===== config.mk =====
export PLATFORM = sky130hd
export DESIGN_NAME = multicycle_control
export DESIGN_NICKNAME = d
export VERILOG_FILES = /design/src/rtl/mc_ctrl_pkg.sv /design/src/rtl/mc_wait_timer.sv /design/src/rtl/multicycle_control.sv
export SDC_FILE = /design/constraint.sdc
export NUM_CORES = 1
export LEC_CHECK = 0
export ABC_CLOCK_PERIOD_IN_PS = 1950
export CORE_MARGIN = 2
export CORE_UTILIZATION = 42
export DETAILED_ROUTE_END_ITERATION = 8
export PLACE_DENSITY = 0.85
export SETUP_SLACK_MARGIN = 0.5
export SYNTH_ARGS = -nofsm -noshare
export SYNTH_HDL_FRONTEND = slang
export SYNTH_SLANG_ARGS = --single-unit

===== constraint.sdc =====
create_clock -name clk_i -period 1.95 [get_ports clk_i]
set_clock_uncertainty 0.15 [all_clocks]
set_input_delay 0.585 -clock clk_i [delete_from_list [all_inputs] [get_ports clk_i]]
set_output_delay 0.585 -clock clk_i [all_outputs]
set_load 0.02 [all_outputs]

===== src/rtl/mc_ctrl_pkg.sv =====
// Shared encodings for the multicycle MIPS control FSM: opcodes, states,
// ALU-control ops and datapath mux selects.
package mc_ctrl_pkg;

    localparam logic [5:0] OP_RTYPE = 6'b000000;
    localparam logic [5:0] OP_LW    = 6'b100011;
    localparam logic [5:0] OP_SW    = 6'b101011;
    localparam logic [5:0] OP_ADDI  = 6'b001000;
    localparam logic [5:0] OP_BEQ   = 6'b000100;
    localparam logic [5:0] OP_J     = 6'b000010;
    localparam logic [5:0] OP_BNE   = 6'b000101;

    typedef enum logic [3:0] {
        S_IDLE      = 4'd0,
        S_FETCH     = 4'd1,
        S_DECODE    = 4'd2,
        S_EXEC_R    = 4'd3,
        S_R_WB      = 4'd4,
        S_MEM_ADDR  = 4'd5,
        S_MEM_RD    = 4'd6,
        S_LW_WB     = 4'd7,
        S_MEM_WR    = 4'd8,
        S_I_WB      = 4'd9,
        S_BRANCH    = 4'd10,
        S_JUMP      = 4'd11,
        S_BRANCH_NE = 4'd12,
        S_TRAP      = 4'd15
    } mc_state_e;

    localparam logic [1:0] ALUOP_ADD   = 2'b00;
    localparam logic [1:0] ALUOP_SUB   = 2'b01;
    localparam logic [1:0] ALUOP_FUNCT = 2'b11;

    localparam logic [1:0] SRCB_RT     = 2'b00;
    localparam logic [1:0] SRCB_FOUR   = 2'b01;
    localparam logic [1:0] SRCB_IMM    = 2'b10;
    localparam logic [1:0] SRCB_IMM_SH = 2'b11;

    localparam logic [1:0] PCSRC_ALU    = 2'b00;
    localparam logic [1:0] PCSRC_ALUOUT = 2'b01;
    localparam logic [1:0] PCSRC_JUMP   = 2'b10;

    // States that wait on the memory ready handshake.
    function automatic logic is_mem_state(input mc_state_e s);
        return (s == S_FETCH) || (s == S_MEM_RD) || (s == S_MEM_WR);
    endfunction

endpackage


===== src/rtl/mc_wait_timer.sv =====
// Memory wait-cycle counter; expired_o flags the wait cycle that reaches
// TIMEOUT_CYC with ready still low. TIMEOUT_CYC = 0 never expires.
module mc_wait_timer #(
    parameter int TMR_W       = 4,
    parameter int TIMEOUT_CYC = 15
) (
    input  logic clk_i,
    input  logic rst_n_i,
    input  logic clear_i,
    input  logic enable_i,
    output logic expired_o
);

    localparam logic [TMR_W-1:0] LAST_CNT =
        (TIMEOUT_CYC > 0) ? TMR_W'(TIMEOUT_CYC - 1) : '0;

    logic [TMR_W-1:0] r_cnt;

    always_ff @(posedge clk_i or negedge rst_n_i) begin
        if (!rst_n_i) begin
            r_cnt <= '0;
        end else if (clear_i) begin
            r_cnt <= '0;
        end else if (enable_i && (r_cnt != LAST_CNT)) begin
            r_cnt <= r_cnt + TMR_W'(1);
        end
    end

    // Ready in the same cycle as the final count wins, so expiry is gated by enable.
    assign expired_o = (TIMEOUT_CYC != 0) && enable_i && (r_cnt == LAST_CNT);

endmodule


===== src/rtl/multicycle_control.sv =====
// Main control FSM of the multicycle MIPS datapath with memory-wait timeout trap.
// Optional bne support is built when MC_CTRL_BNE_EN is defined.
//
// state     | meaning
// IDLE      | after reset, all strobes low
// FETCH     | read instruction; IR/PC load on ready
// DECODE    | branch target compute, opcode dispatch
// EXEC_R    | R-type ALU op
// R_WB      | write rd
// MEM_ADDR  | base + imm for lw/sw/addi
// MEM_RD    | data read, waits on ready
// LW_WB     | write MDR to rt
// MEM_WR    | data write, waits on ready
// I_WB      | write ALUOut to rt
// BRANCH    | beq compare and conditional PC load
// BRANCH_NE | bne compare, zero inverted by datapath
// JUMP      | PC <- jump target
// TRAP      | halted until reset
module multicycle_control
    import mc_ctrl_pkg::*;
#(
    parameter int OP_W        = 6,
    parameter int ALUOP_W     = 2,
    parameter int TIMEOUT_CYC = 15,
    parameter int TMR_W       = 4
) (
    input  logic               clk_i,
    input  logic               rst_n_i,
    input  logic [OP_W-1:0]    Op_i,
    input  logic               mem_ready_i,
    output logic               PCWrite_o,
    output logic               PCWriteCond_o,
    output logic               IorD_o,
    output logic               MemRead_o,
    output logic               MemWrite_o,
    output logic               IRWrite_o,
    output logic               MemToReg_o,
    output logic               RegDst_o,
    output logic               RegWrite_o,
    output logic               ALUSrcA_o,
    output logic [1:0]         ALUSrcB_o,
    output logic [1:0]         PCSource_o,
    output logic [ALUOP_W-1:0] ALUOp_o,
    output logic               illegal_o,
    output logic               timeout_o,
`ifdef MC_CTRL_BNE_EN
    output logic               bne_o,
`endif
    output logic [3:0]         state_o
);

    mc_state_e       r_state;
    mc_state_e       w_next;
    logic [OP_W-1:0] r_op;
    logic            r_illegal;
    logic            r_timeout;
    logic            w_in_mem;
    logic            w_expired;
    logic            w_bad_op;

    assign w_in_mem = is_mem_state(r_state);

    mc_wait_timer #(
        .TMR_W       (TMR_W),
        .TIMEOUT_CYC (TIMEOUT_CYC)
    ) u_wait_timer (
        .clk_i     (clk_i),
        .rst_n_i   (rst_n_i),
        .clear_i   (!w_in_mem || mem_ready_i),
        .enable_i  (w_in_mem && !mem_ready_i),
        .expired_o (w_expired)
    );

    always_comb begin
        w_next   = r_state;
        w_bad_op = 1'b0;
        case (r_state)
            S_IDLE:   w_next = S_FETCH;
            S_FETCH:  if (mem_ready_i) w_next = S_DECODE;
                      else if (w_expired) w_next = S_TRAP;
            S_DECODE: begin
                case (Op_i)
                    OP_W'(OP_RTYPE): w_next = S_EXEC_R;
                    OP_W'(OP_LW),
                    OP_W'(OP_SW),
                    OP_W'(OP_ADDI):  w_next = S_MEM_ADDR;
                    OP_W'(OP_BEQ):   w_next = S_BRANCH;
                    OP_W'(OP_J):     w_next = S_JUMP;
`ifdef MC_CTRL_BNE_EN
                    OP_W'(OP_BNE):   w_next = S_BRANCH_NE;
`endif
                    default: begin
                        w_next   = S_TRAP;
                        w_bad_op = 1'b1;
                    end
                endcase
            end
            S_EXEC_R:   w_next = S_R_WB;
            S_MEM_ADDR: begin
                if (r_op == OP_W'(OP_LW))      w_next = S_MEM_RD;
                else if (r_op == OP_W'(OP_SW)) w_next = S_MEM_WR;
                else                           w_next = S_I_WB;
            end
            S_MEM_RD: if (mem_ready_i) w_next = S_LW_WB;
                      else if (w_expired) w_next = S_TRAP;
            S_MEM_WR: if (mem_ready_i) w_next = S_FETCH;
                      else if (w_expired) w_next = S_TRAP;
            S_R_WB, S_LW_WB, S_I_WB,
            S_BRANCH, S_BRANCH_NE, S_JUMP: w_next = S_FETCH;
            S_TRAP:   w_next = S_TRAP;
            default:  w_next = S_IDLE;
        endcase
    end

    always_ff @(posedge clk_i or negedge rst_n_i) begin
        if (!rst_n_i) begin
            r_state   <= S_IDLE;
            r_op      <= '0;
            r_illegal <= 1'b0;
            r_timeout <= 1'b0;
        end else begin
            r_state <= w_next;
            if (r_state == S_DECODE) r_op <= Op_i;
            if (w_bad_op)  r_illegal <= 1'b1;
            if (w_expired) r_timeout <= 1'b1;
        end
    end

    // Moore decode; only the fetch-side IR/PC loads look at mem_ready_i.
    always_comb begin
        PCWrite_o     = 1'b0;
        PCWriteCond_o = 1'b0;
        IorD_o        = 1'b0;
        MemRead_o     = 1'b0;
        MemWrite_o    = 1'b0;
        IRWrite_o     = 1'b0;
        MemToReg_o    = 1'b0;
        RegDst_o      = 1'b0;
        RegWrite_o    = 1'b0;
        ALUSrcA_o     = 1'b0;
        ALUSrcB_o     = SRCB_RT;
        PCSource_o    = PCSRC_ALU;
        ALUOp_o       = ALUOP_W'(ALUOP_ADD);
        case (r_state)
            S_FETCH: begin
                MemRead_o = 1'b1;
                ALUSrcB_o = SRCB_FOUR;
                IRWrite_o = mem_ready_i;
                PCWrite_o = mem_ready_i;
            end
            S_DECODE: ALUSrcB_o = SRCB_IMM_SH;
            S_EXEC_R: begin
                ALUSrcA_o = 1'b1;
                ALUOp_o   = ALUOP_W'(ALUOP_FUNCT);
            end
            S_R_WB: begin
                RegDst_o   = 1'b1;
                RegWrite_o = 1'b1;
            end
            S_MEM_ADDR: begin
                ALUSrcA_o = 1'b1;
                ALUSrcB_o = SRCB_IMM;
            end
            S_MEM_RD: begin
                MemRead_o = 1'b1;
                IorD_o    = 1'b1;
            end
            S_LW_WB: begin
                MemToReg_o = 1'b1;
                RegWrite_o = 1'b1;
            end
            S_MEM_WR: begin
                MemWrite_o = 1'b1;
                IorD_o     = 1'b1;
            end
            S_I_WB: RegWrite_o = 1'b1;
            S_BRANCH, S_BRANCH_NE: begin
                ALUSrcA_o     = 1'b1;
                ALUOp_o       = ALUOP_W'(ALUOP_SUB);
                PCWriteCond_o = 1'b1;
                PCSource_o    = PCSRC_ALUOUT;
            end
            S_JUMP: begin
                PCWrite_o  = 1'b1;
                PCSource_o = PCSRC_JUMP;
            end
            default: ;
        endcase
    end

    assign illegal_o = r_illegal;
    assign timeout_o = r_timeout;
    assign state_o   = r_state;
`ifdef MC_CTRL_BNE_EN
    assign bne_o     = (r_state == S_BRANCH_NE);
`endif

endmodule


==> flow_summary.json, run 1 <==
{
  "numCtsBuffers": 3,
  "gr-total-overflow": 30,
  "numPortBuffers": 30,
  "synth_cell_types": 42,
  "antenna_found_initial": 1,
  "ys_seq_area_share_pct": 36.4,
  "synth_top_area_share_pct": 36.4,
  "synth_mux_area_share_pct": 6.15,
  "dieWidth_um": 55.1,
  "synth_seq_cells": 16,
  "num_rows": 18,
  "gp_congestion": 0.802,
  "die_y_um": 55.1,
  "ys.flop_type": "dfrtp_1",
  "cts_buffer_depth": 2,
  "yosysWarnings": 0,
  "postSynthCellCount": 127,
  "syn_avg_cell_area_sq_um": 8.65,
  "async_reset_ff_share_pct": 100,
  "h-tree-depth": 1,
  "grt_max_degree": 17,
  "synth_enable_flop_cells": 0,
  "worst_path_end_type": "top-level output",
  "worstEndpointGrtRepair": "IorD_o",
  "initial_core_util_pct": 44.3,
  "synth_area_sq_um": 1100,
  "clkSinkCount": 16,
  "hpwl_um": 2600,
  "status": "aborted with a tool error",
  "synthAdderAreaFrac_pct": 2.28,
  "io_pins": 31,
  "holdBufCountCts": 0,
  "firstError": "[ERROR GRT-0232] Routing congestion too high. Check the congestion heatmap in the GUI.",
  "synth_xor_area_share_pct": 2.39,
  "synth_fp_nets": 138,
  "synth_top_area_cell": "dfrtp_1",
  "lastStage": "5_1_grt",
  "dp_slack_ps": -775,
  "synth_top_family_by_area": "simple AND/OR/NAND/NOR gates",
  "yosys.area_share.simple_pct": 28.7,
  "grt_usage_pct": 72.1,
  "synth_compound_area_share_pct": 18.1,
  "root_buffer": "clkbuf_4",
  "synth.area.top_cells": "dfrtp_1 36%, mux2_2 6.2%, a21oi_1 5.0%"
}
layer usage:
layer	GRT usage (%)	overflow
met3	50.5	2
met4	82.9	13
met5	0	0
met1	71.7	0
met2	89.9	15
kinds of logic after synthesis:
kind of cell	Yosys count
simple gates	56
compound gates	30
flops	16
buf+inv	14
mux	6
xor+xnor	3
fa+ha+maj	2
repair_timing:
item	4_1_cts
gates resized for setup	183
pin swaps	23
endpoints found under the hold margin	0
endpoints found under the setup margin	38
setup buffers	15
through the flow:
step / util [%] / instance area [sq um] / TNS, ps / cells
2_1_floorplan: - / 1270 / -858 / 127
3_3_place_gp: 73.8 / 1830 / -8020 / 217
3_5_place_dp: 73.8 / 1830 / -8470 / 217
4_1_cts: 88.8 / 2200 / -3020 / 236
synthesized netlist by cell type, drive strengths merged (3+ instances only):
| cell type | instances |
|---|---|
| a21oi | 11 |
| buf | 7 |
| nor2 | 16 |
| nor3 | 8 |
| nand3 | 3 |
| nand2b | 5 |
| o21ai | 3 |
| mux2 | 6 |
| dfrtp | 16 |
| nand2 | 8 |
| nor4b | 3 |
| inv | 5 |
| or2 | 4 |
==> run 2, diff against run 1 <==
--- a/config.mk
+++ b/config.mk
@@ -5,12 +5,11 @@
 export SDC_FILE = /design/constraint.sdc
 export NUM_CORES = 1
 export LEC_CHECK = 0
-export ABC_CLOCK_PERIOD_IN_PS = 1950
-export CORE_MARGIN = 2
-export CORE_UTILIZATION = 42
+export ABC_CLOCK_PERIOD_IN_PS = 2500
+export CORE_AREA = 2 2 63 65
 export DETAILED_ROUTE_END_ITERATION = 8
-export PLACE_DENSITY = 0.85
-export SETUP_SLACK_MARGIN = 0.5
+export DIE_AREA = 0 0 65 67
+export PLACE_DENSITY_LB_ADDON = 0.15
 export SYNTH_ARGS = -nofsm -noshare
 export SYNTH_HDL_FRONTEND = slang
 export SYNTH_SLANG_ARGS = --single-unit
==> constraint.sdc (replaced) <==
create_clock -name clk_i -period 2.5 [get_ports clk_i]
set_clock_uncertainty 0.15 [all_clocks]
set_input_delay 0.75 -clock clk_i [delete_from_list [all_inputs] [get_ports clk_i]]
set_output_delay 0.75 -clock clk_i [all_outputs]
set_load 0.02 [all_outputs]
==> run 2 against run 1 <==
The flow now finishes without violations. Synthesized cell count unchanged. Synthesized area unchanged.
==> flow_summary.json, run 2 <==
{
  "synthAdderAreaFrac_pct": 2.28,
  "grt_pass1_wl_um": 5020,
  "fin_area_sq_um": 1660,
  "endpoint": "MemRead_o",
  "yosys.area_share.simple_pct": 28.7,
  "synth_cell_types": 42,
  "yosysMostFrequentCell": "dfrtp_1",
  "placed_cells": 226,
  "ys_seq_area_share_pct": 36.4,
  "holdBufCountCts": 0,
  "diodes": 0,
  "dpl_cell_area_sq_um": 1650,
  "root_buffer": "clkbuf_8",
  "start_kind": "flip-flop",
  "synth_compound_area_share_pct": 18.1,
  "yosysWarnings": 0,
  "gr-total-overflow": 0,
  "dieWidth_um": 65,
  "crit_chain": "buf_4, and4bb_2, or2_2, buf_2",
  "synth.top_cells.by_count": "16 x dfrtp_1, 14 x nor2_1, 11 x a21oi_1",
  "power_density_nw_per_um2": 317,
  "synth_enable_flop_cells": 0,
  "largest_register": "r_op",
  "synth_area_sq_um": 1100,
  "cts_buffer_depth": 2,
  "status": "completed",
  "synth_top_family_by_area": "simple AND/OR/NAND/NOR gates",
  "synth_seq_cells": 16,
  "numPortBuffers": 30,
  "fin_crit_sh_pct": 97.2,
  "final_layout_size_suffix_gt1_share_pct": 35.2,
  "numCtsBuffers": 3,
  "max_freq_mhz": 411,
  "hpwl_um": 2290,
  "endpoint_kind": "output port",
  "syn_avg_cell_area_sq_um": 8.65,
  "path_max_fanout": 9,
  "via_count": 1136,
  "regToRegSetupSlack_ps": 550,
  "drv_slew": 0,
  "synth_top_area_cell": "dfrtp_1",
  "syn_to_final_growth_pct": 51.0,
  "first_pass_iters": 4,
  "num_rows": 22,
  "async_reset_ff_share_pct": 100,
  "min_period_ps": 2430,
  "largest_reg_flops": 6,
  "postSynthCellCount": 127,
  "synth.area.top_cells": "dfrtp_1 36%, mux2_2 6.2%, a21oi_1 5.0%",
  "antenna_found_initial": 0,
  "first_global_vias": 1095,
  "cts_tree": "yes",
  "hold_depth": 2,
  "grt_usage_pct": 14.7,
  "fillers": 383,
  "relSlewSlack_pct": 75.9,
  "drc": 0,
  "layoutNonFillerInstCount": 230,
  "io_pins": 31,
  "grt_max_degree": 17,
  "cts_resized": 35,
  "hold_violations": 0,
  "wl_um": 2930,
  "setup_viol": 0,
  "clkSinkCount": 16,
  "die_area_sq_um": 4360,
  "drt-initial-drc-count": 38,
  "wl_per_cell_um": 12.7,
  "power_mw": 0.525,
  "synth_fp_nets": 138,
  "clkTransAtPathRegs_ps": 60,
  "final_core_util_pct": 46.0,
  "synth_mux_area_share_pct": 6.15,
  "synth_xor_area_share_pct": 2.39,
  "ant_nets": 0,
  "gp_congestion": 0.763,
  "initial_core_util_pct": 30.5,
  "r2r-start": "u_wait_timer.r_cnt[0]$_DFFE_PN0P_",
  "startpoint": "state_o[3]$_DFF_PN0_",
  "cpMaxStageDelayCell": "dfrtp_1",
  "cpPeakStageDelay_ps": 390,
  "clock_latency_ps": 250,
  "r2r-end": "state_o[0]$_DFF_PN0_",
  "ir_drop_v": 0.000199,
  "synth_top_area_share_pct": 36.4,
  "maxCapViolCount": 0,
  "postCtsSetupBuffers": 0,
  "vias_per_cell": 4.94,
  "tightest_slew_ps": 356,
  "cp.required_ps": 1600,
  "die_y_um": 67,
  "path_class": "flip-flop to output port",
  "leakage_nw": 0.779,
  "h-tree-depth": 1,
  "layout_common_cells": "30 x buf_4, 15 x dfrtp_1, 14 x nor2_1",
  "rsz0062_at_grt": "false",
  "coreArea_sq_um": 3610,
  "worstHoldPathType": "flip-flop to flip-flop",
  "ys.flop_type": "dfrtp_1",
  "layout_commonest_cell": "buf_4",
  "r2r_cells": 6,
  "fin_nets": 194,
  "crit_arrival_ps": 1530
}
run 2: cell counts after synthesis:
No cell type changed its count.
run 2: logic make-up (layout without fill, tap and decap cells):
| logic type | count (synthesis) | after routing |
|---|---|---|
| DFF | 16 | 16 |
| adders and majority gates | 2 | 2 |
| muxes | 6 | 6 |
| buffers and inverters | 14 | 69 |
| and+or+nand+nor | 56 | 56 |
| AOI/OAI and AO/OA | 30 | 30 |
| xor gates and xnor gates | 3 | 3 |
run 2: area by class of cell:
class / count / area (sq um) / share of cell area, %
multi-input combinational: 97 / 654 / 39.4
inverter: 5 / 18.8 / 1.13
timing repair buffer: 60 / 469 / 28.3
tap: 48 / 60.1 / 3.62
sequential: 16 / 402 / 24.2
clock buffer: 4 / 55.1 / 3.32
run 2: worst min path at each step:
stage | from | endpoint | slack, ps
after floorplan | rst_n_i | illegal_o$_DFFE_PN0P_ | 300
after global placement | timeout_o$_DFFE_PN0P_ | timeout_o$_DFFE_PN0P_ | 300
after detailed placement | timeout_o$_DFFE_PN0P_ | timeout_o$_DFFE_PN0P_ | 300
after CTS | timeout_o$_DFFE_PN0P_ | timeout_o$_DFFE_PN0P_ | 320
after global routing | timeout_o$_DFFE_PN0P_ | timeout_o$_DFFE_PN0P_ | 380
final | timeout_o$_DFFE_PN0P_ | timeout_o$_DFFE_PN0P_ | 310
run 2: through the flow:
| stage | setup TNS [ps] | hold WS, ps | worst slack [ps] |
|---|---|---|---|
| floorplan | -2.65 | 304 | -2.65 |
| global placement | -1400 | 303 | -565 |
| detailed placement | -1460 | 302 | -598 |
| CTS | 0 | 318 | 2.12 |
| global route | 0 | 383 | 2.95 |
| finish | 0 | 311 | 69.5 |
run 2: critical path, delay by kind of cell (launching register included):
| family | cells | cell delay, ps |
|---|---|---|
| buffers and inverters | 2 | 340 |
| flip-flops | 1 | 390 |
| AND/OR/NAND/NOR | 2 | 540 |
run 2: layer usage:
| metal | part of all wire (%) | GRT usage, % | up-vias | wire [um] |
|---|---|---|---|---|
| li1 | - | - | 566 | - |
| met1 | 46 | 18.2 | 544 | 1360 |
| met2 | 49 | 25.9 | 24 | 1440 |
| met3 | 4.3 | 3.21 | 2 | 125 |
| met4 | 0.27 | 3.19 | 0 | 8 |
| met5 | 0 | 0 | - | 0 |
run 2: report_power, final:
part           switching, mW  internal [mW]  total (mW)
sequential                 0          0.259       0.259
clock                 0.0897          0.140       0.229
combinational         0.0168         0.0200      0.0368
total                  0.107          0.419       0.525
Power figures use the tool's default switching activity.
==> run 3, diff against run 2 <==
--- a/config.mk
+++ b/config.mk
@@ -10,6 +10,7 @@
 export DETAILED_ROUTE_END_ITERATION = 8
 export DIE_AREA = 0 0 65 67
 export PLACE_DENSITY_LB_ADDON = 0.15
+export SLEW_MARGIN = 30
 export SYNTH_ARGS = -nofsm -noshare
 export SYNTH_HDL_FRONTEND = slang
 export SYNTH_SLANG_ARGS = --single-unit
==> results of run 3 <==
Same layout as run 2: the final DEF is identical, and so are final timing and power.
